`src/rtl/lane_clk_en_gen.sv`:
```
// lane_clk_en_gen: multi-channel phase-accumulator clock-enable generator with a
// downstream reset sequencer. Each channel adds its increment every enabled
// cycle; the registered carry is a one-cycle strobe at f_clk * inc / 2^ACC_W.
// rst_out_n/ready release after RST_HOLD strobes of channel RST_CH.
// Optional feature macro: STROBE_CNT_EN adds a 16-bit strobe counter per channel
// on output strobe_cnt.
module lane_clk_en_gen #(
    parameter int          NUM_CH   = 4,
    parameter int          ACC_W    = 16,
    parameter logic [31:0] INIT_INC = 32'h2000,
    parameter int          RST_CH   = 0,
    parameter int          RST_HOLD = 3
) (
    input  logic                    local_clk,
    input  logic                    rst,
    input  logic                    enable,
    input  logic [NUM_CH-1:0]       ch_en,
    input  logic                    inc_wr,
    input  logic [$clog2(NUM_CH):0] inc_sel,
    input  logic [ACC_W-1:0]        inc_data,
    output logic                    inc_ack,
    output logic                    inc_err,
    output logic [NUM_CH-1:0]       strobe,
    output logic                    rst_out_n,
    output logic                    ready
`ifdef STROBE_CNT_EN
    ,
    output logic [NUM_CH*16-1:0]    strobe_cnt
`endif
);

    localparam int SEL_W = $clog2(NUM_CH) + 1;
    localparam logic [SEL_W-1:0] NUM_CH_SEL = SEL_W'(NUM_CH);
    localparam logic [7:0]       HOLD_LAST  = 8'(RST_HOLD - 1);

    typedef enum logic [1:0] {
        ST_HOLD,
        ST_COUNT,
        ST_RUN
    } state_t;

    state_t     state_reg, state_next;
    logic [7:0] hold_cnt_reg, hold_cnt_next;
    logic       ack_reg, err_reg;
    logic       sel_bad;

    assign sel_bad = (inc_sel >= NUM_CH_SEL);

    genvar gi;
    generate
        for (gi = 0; gi < NUM_CH; gi++) begin : g_ch
            logic [ACC_W-1:0] acc_reg;
            logic [ACC_W-1:0] inc_reg;
            logic             strobe_reg;
            logic [ACC_W:0]   sum;
            logic             run;
            logic             wr_hit;

            assign sum    = {1'b0, acc_reg} + {1'b0, inc_reg};
            assign run    = enable && ch_en[gi];
            assign wr_hit = inc_wr && (inc_sel == SEL_W'(gi));
            assign strobe[gi] = strobe_reg;

            // Accumulate when running; the add in the write cycle still uses the old increment.
            always_ff @(posedge local_clk) begin
                if (!rst) begin
                    acc_reg    <= '0;
                    inc_reg    <= INIT_INC[ACC_W-1:0];
                    strobe_reg <= 1'b0;
                end else begin
                    if (run) begin
                        acc_reg    <= sum[ACC_W-1:0];
                        strobe_reg <= sum[ACC_W];
                    end else begin
                        strobe_reg <= 1'b0;
                    end
                    if (wr_hit) begin
                        inc_reg <= inc_data;
                    end
                end
            end

`ifdef STROBE_CNT_EN
            logic [15:0] scnt_reg;

            // Count issued strobes; wraps naturally at 16 bits.
            always_ff @(posedge local_clk) begin
                if (!rst) begin
                    scnt_reg <= '0;
                end else if (run && sum[ACC_W]) begin
                    scnt_reg <= scnt_reg + 16'd1;
                end
            end

            assign strobe_cnt[gi*16 +: 16] = scnt_reg;
`endif
        end
    endgenerate

    // Write acknowledge and range error, one cycle after the request.
    always_ff @(posedge local_clk) begin
        if (!rst) begin
            ack_reg <= 1'b0;
            err_reg <= 1'b0;
        end else begin
            ack_reg <= inc_wr;
            err_reg <= inc_wr && sel_bad;
        end
    end

    assign inc_ack = ack_reg;
    assign inc_err = err_reg;

    // Reset sequencer state register.
    always_ff @(posedge local_clk) begin
        if (!rst) begin
            state_reg    <= ST_HOLD;
            hold_cnt_reg <= '0;
        end else begin
            state_reg    <= state_next;
            hold_cnt_reg <= hold_cnt_next;
        end
    end

    // Reset sequencer next state: count visible strobes of RST_CH only while it runs.
    always_comb begin
        state_next    = state_reg;
        hold_cnt_next = hold_cnt_reg;
        case (state_reg)
            ST_HOLD: begin
                state_next = ST_COUNT;
            end
            ST_COUNT: begin
                if (strobe[RST_CH] && enable && ch_en[RST_CH]) begin
                    hold_cnt_next = hold_cnt_reg + 8'd1;
                    if (hold_cnt_reg == HOLD_LAST) begin
                        state_next = ST_RUN;
                    end
                end
            end
            ST_RUN: begin
                state_next = ST_RUN;
            end
            default: begin
                state_next = ST_HOLD;
            end
        endcase
    end

    assign rst_out_n = (state_reg == ST_RUN);
    assign ready     = (state_reg == ST_RUN);

endmodule
```
`config.mk`:
```
export PLATFORM = sky130hd
export DESIGN_NAME = lane_clk_en_gen
export DESIGN_NICKNAME = d
export VERILOG_FILES = /design/src/rtl/lane_clk_en_gen.sv
export SDC_FILE = /design/constraint.sdc
export NUM_CORES = 1
export LEC_CHECK = 0
export CAP_MARGIN = 25
export CORE_MARGIN = 2
export CORE_UTILIZATION = 55
export CTS_BUF_LIST = sky130_fd_sc_hd__clkbuf_8
export DETAILED_ROUTE_END_ITERATION = 16
export GPL_TIMING_DRIVEN = 1
export PLACE_DENSITY = 0.71
export SLEW_MARGIN = 20
export SYNTH_ARGS = -nofsm -noshare
export SYNTH_HDL_FRONTEND = slang
export SYNTH_SLANG_ARGS = --single-unit
```
`constraint.sdc`:
```
create_clock -name local_clk -period 3.2 [get_ports local_clk]
set_input_delay 0.64 -clock local_clk [delete_from_list [all_inputs] [get_ports local_clk]]
set_output_delay 0.64 -clock local_clk [all_outputs]
set_load 0.05 [all_outputs]
```
==> qor.yml <==
layout:
  area_growth_pct: 10.4
  drive_gt1_share_pct: 4.91
  instances_no_fill: 1222
  nets: 1125
  n_antenna_cell: 0
  final_common_cell: "nand2_1"
  final_cell_mix: "nand2_1, dfxtp_1, a21oi_1"
clocking:
  clkTransAtPathRegs_ps: 80
  cts_buffers: 17
  htreeDepth: 4
  worstSkewPairLatency_ps: 470
  hold_buffers: 0
  cts-root-buf: "clkbuf_8"
  post_cts_resized: 0
  cts.sinks: 144
  cts_buffer_depth: 2
  post_cts_buffers: 0
  tritoncts: "done"
grt:
  grtUsageTotal_pct: 24.8
  grt_pass1_vias: 6491
  grt_pass1_wl_um: 31400
  grt_overflow: 0
  antenna_found_initial: 1
  grt_max_degree: 61
synthesis:
  synth-seq-area-share_pct: 35.9
  synth.avg_cell_area_um2: 7.91
  synth-edff-count: 0
  synthesis.area_mm2: 0.00802
  synthCells: 1014
  synth_seq_cells: 144
  synth_warnings: 0
  ys_types: 58
  synth_top_flop_cell: "dfxtp_1"
  mappedNetlistNets: 1114
  async_flop_share_pct: 0
sta:
  setup_tns_ps: 0
  slew_violations: 0
  finalCritPeriodShare_pct: 78.7
  setup_viol_count_final: 0
  hold_viol: 0
  worstMarginPinSlew_ps: 691
  period_needed_ps: 2520
  setup_slack_ps: 682
  finClkSkew_ps: 9.79
  fmax_mhz: 397
  slew_headroom_pct: 53.8
  rsz0062_at_grt: "false"
die:
  initial_core_util_pct: 55.8
  ioPinCount: 35
  die-area_mm2: 0.0156
  fp.dieW_um: 125
  die_h_um: 125
  core_mm2: 0.0144
  rows: 44
placement:
  port_buffers: 34
  post-place-cells: 1190
  routabilityCongestion: 0.832
  dp_worst_setup_slack_ps: 446
  dp_hpwl_um: 13200
detailed_routing:
  via_count: 7031
  drt_iter0_drc: 494
  drc: 0
  drt_wl_total_um: 19100
  ant_nets: 0
  firstDrtPassIters: 5
  wl_per_cell_um: 15.6
  viasPerCell: 5.75
worst_setup_path:
  crit_chain: "inv_1, ha_1, clkdlybuf4s50_1"
  cp_max_fo: 3
  crit_buf_inv: 2
  cp_slowest_cell: "clkdlybuf4s50_1"
  end_kind: "output port"
  cp.required_ps: 2560
  start_kind: "register"
  max_stage_delay_ps: 810
  critPathKind: "reg2out"
  crit_arrival_ps: 1880
  crit_family: "buffers and inverters"
pwr:
  p_int_mw: 2.75
  clkPwrFrac_pct: 39.3
  p_sw_mw: 1.02
  p_sw_share_pct: 27.0
  powerDensity_mw_per_mm2: 426
  irDropWorstVdd_v: 0.000429
  power_frac_seq_pct: 49.5
  p_leak_nw: 3.61
  combPwrFrac_pct: 11.2
min_path:
  hold_class: "reg2reg"
run_status:
  status: "complete, no violations"
job:
  max-cap-violations: 0
through the flow:
| stage | hold WS, ps | total power [mW] | area (µm²) | utilization (%) |
|---|---|---|---|---|
| 2_1_floorplan | 436 | 2.19 | 8020 | - |
| 3_3_place_gp | 442 | 2.32 | 8450 | 58.8 |
| 3_5_place_dp | 447 | 2.33 | 8450 | 58.8 |
| 4_1_cts | 459 | 3.80 | 8850 | 61.6 |
| 5_1_grt | 480 | 3.93 | 8850 | 61.6 |
| 6_report | 459 | 3.77 | 8850 | 61.6 |
synth_stat cells, types with 4 or more instances:
master | n | area share, %
nand2_1 | 222 | 10
dfxtp_1 | 144 | 36
a21oi_1 | 137 | 8.5
ha_1 | 69 | 11
nand3_1 | 55 | 3.4
clkbuf_1 | 43 | 2.0
o21ai_0 | 41 | 2.6
nor2_1 | 38 | 1.8
xnor2_1 | 26 | 2.8
a21o_1 | 24 | 2.2
o211ai_1 | 23 | 2.2
inv_1 | 18 | 0.84
and3_1 | 14 | 1.1
a211oi_1 | 12 | 1.1
and2_1 | 12 | 0.94
nor3_1 | 11 | 0.69
or3_1 | 11 | 0.86
xor2_1 | 10 | 1.1
nand4_1 | 9 | 0.70
o21bai_1 | 9 | 0.84
a31oi_1 | 6 | 0.47
buf_4 | 6 | 0.56
nand4b_1 | 6 | 0.66
o21a_1 | 5 | 0.47
fa_1 | 4 | 1.0
nor2b_1 | 4 | 0.31
nor3b_1 | 4 | 0.37
metal layers:
layer  up-vias  share of wire, %  track usage (%)  wire (µm)
li1       3622                 -                -          -
met3        28               4.1             4.73        781
met4         2               1.6             7.73        297
met5         -             0.068                0         13
met1      3258                48             32.7       9100
met2       121                47             41.1       8870
worst register-to-register path, stage by stage, from the launching register on:
cell     delay [ps]
dfxtp_1         320
ha_1            220
fa_1            400
a21o_1          190
a21o_1          200
and4_4          200
or2_4           270
o211a_1         220
or3_1           350
logic make-up after synthesis:
family                     share of synthesized area, %
AOI/OAI and AO/OA                                  21.9
xor gates and xnor gates                           3.93
adders and majority gates                          11.8
buffers and inverters                              3.68
DFF                                                35.9
muxes                                             0.250
and+or+nand+nor                                    22.5
final timing paths:
kind                       from                   to  slack (ps)  cells after the start
max                state_reg[0]            rst_out_n         680                      3
max reg2reg  g_ch[1].acc_reg[0]  g_ch[1].acc_reg[14]         730                      8
min          g_ch[3].acc_reg[3]   g_ch[3].acc_reg[3]         460                      2
min reg2reg  g_ch[3].acc_reg[3]   g_ch[3].acc_reg[3]         460                      2
power groups by stage:
stage / logic, mW / registers, mW / clock network (mW)
after floorplan: 0.286 / 1.90 / 0
after global placement: 0.418 / 1.91 / 0
after detailed placement: 0.420 / 1.91 / 0
after CTS: 0.423 / 1.87 / 1.51
after global routing: 0.469 / 1.87 / 1.59
final: 0.423 / 1.87 / 1.48
layout make-up:
type / instances / area (µm²)
fillers: 1315 / 5520
clock inverters: 15 / 169
inverters: 18 / 68.8
flip-flops and latches: 144 / 2880
well taps: 184 / 230
multi-input cells: 798 / 4840
repair buffers: 46 / 425
clock buffers: 17 / 234
(Power assumes the default switching activity.)
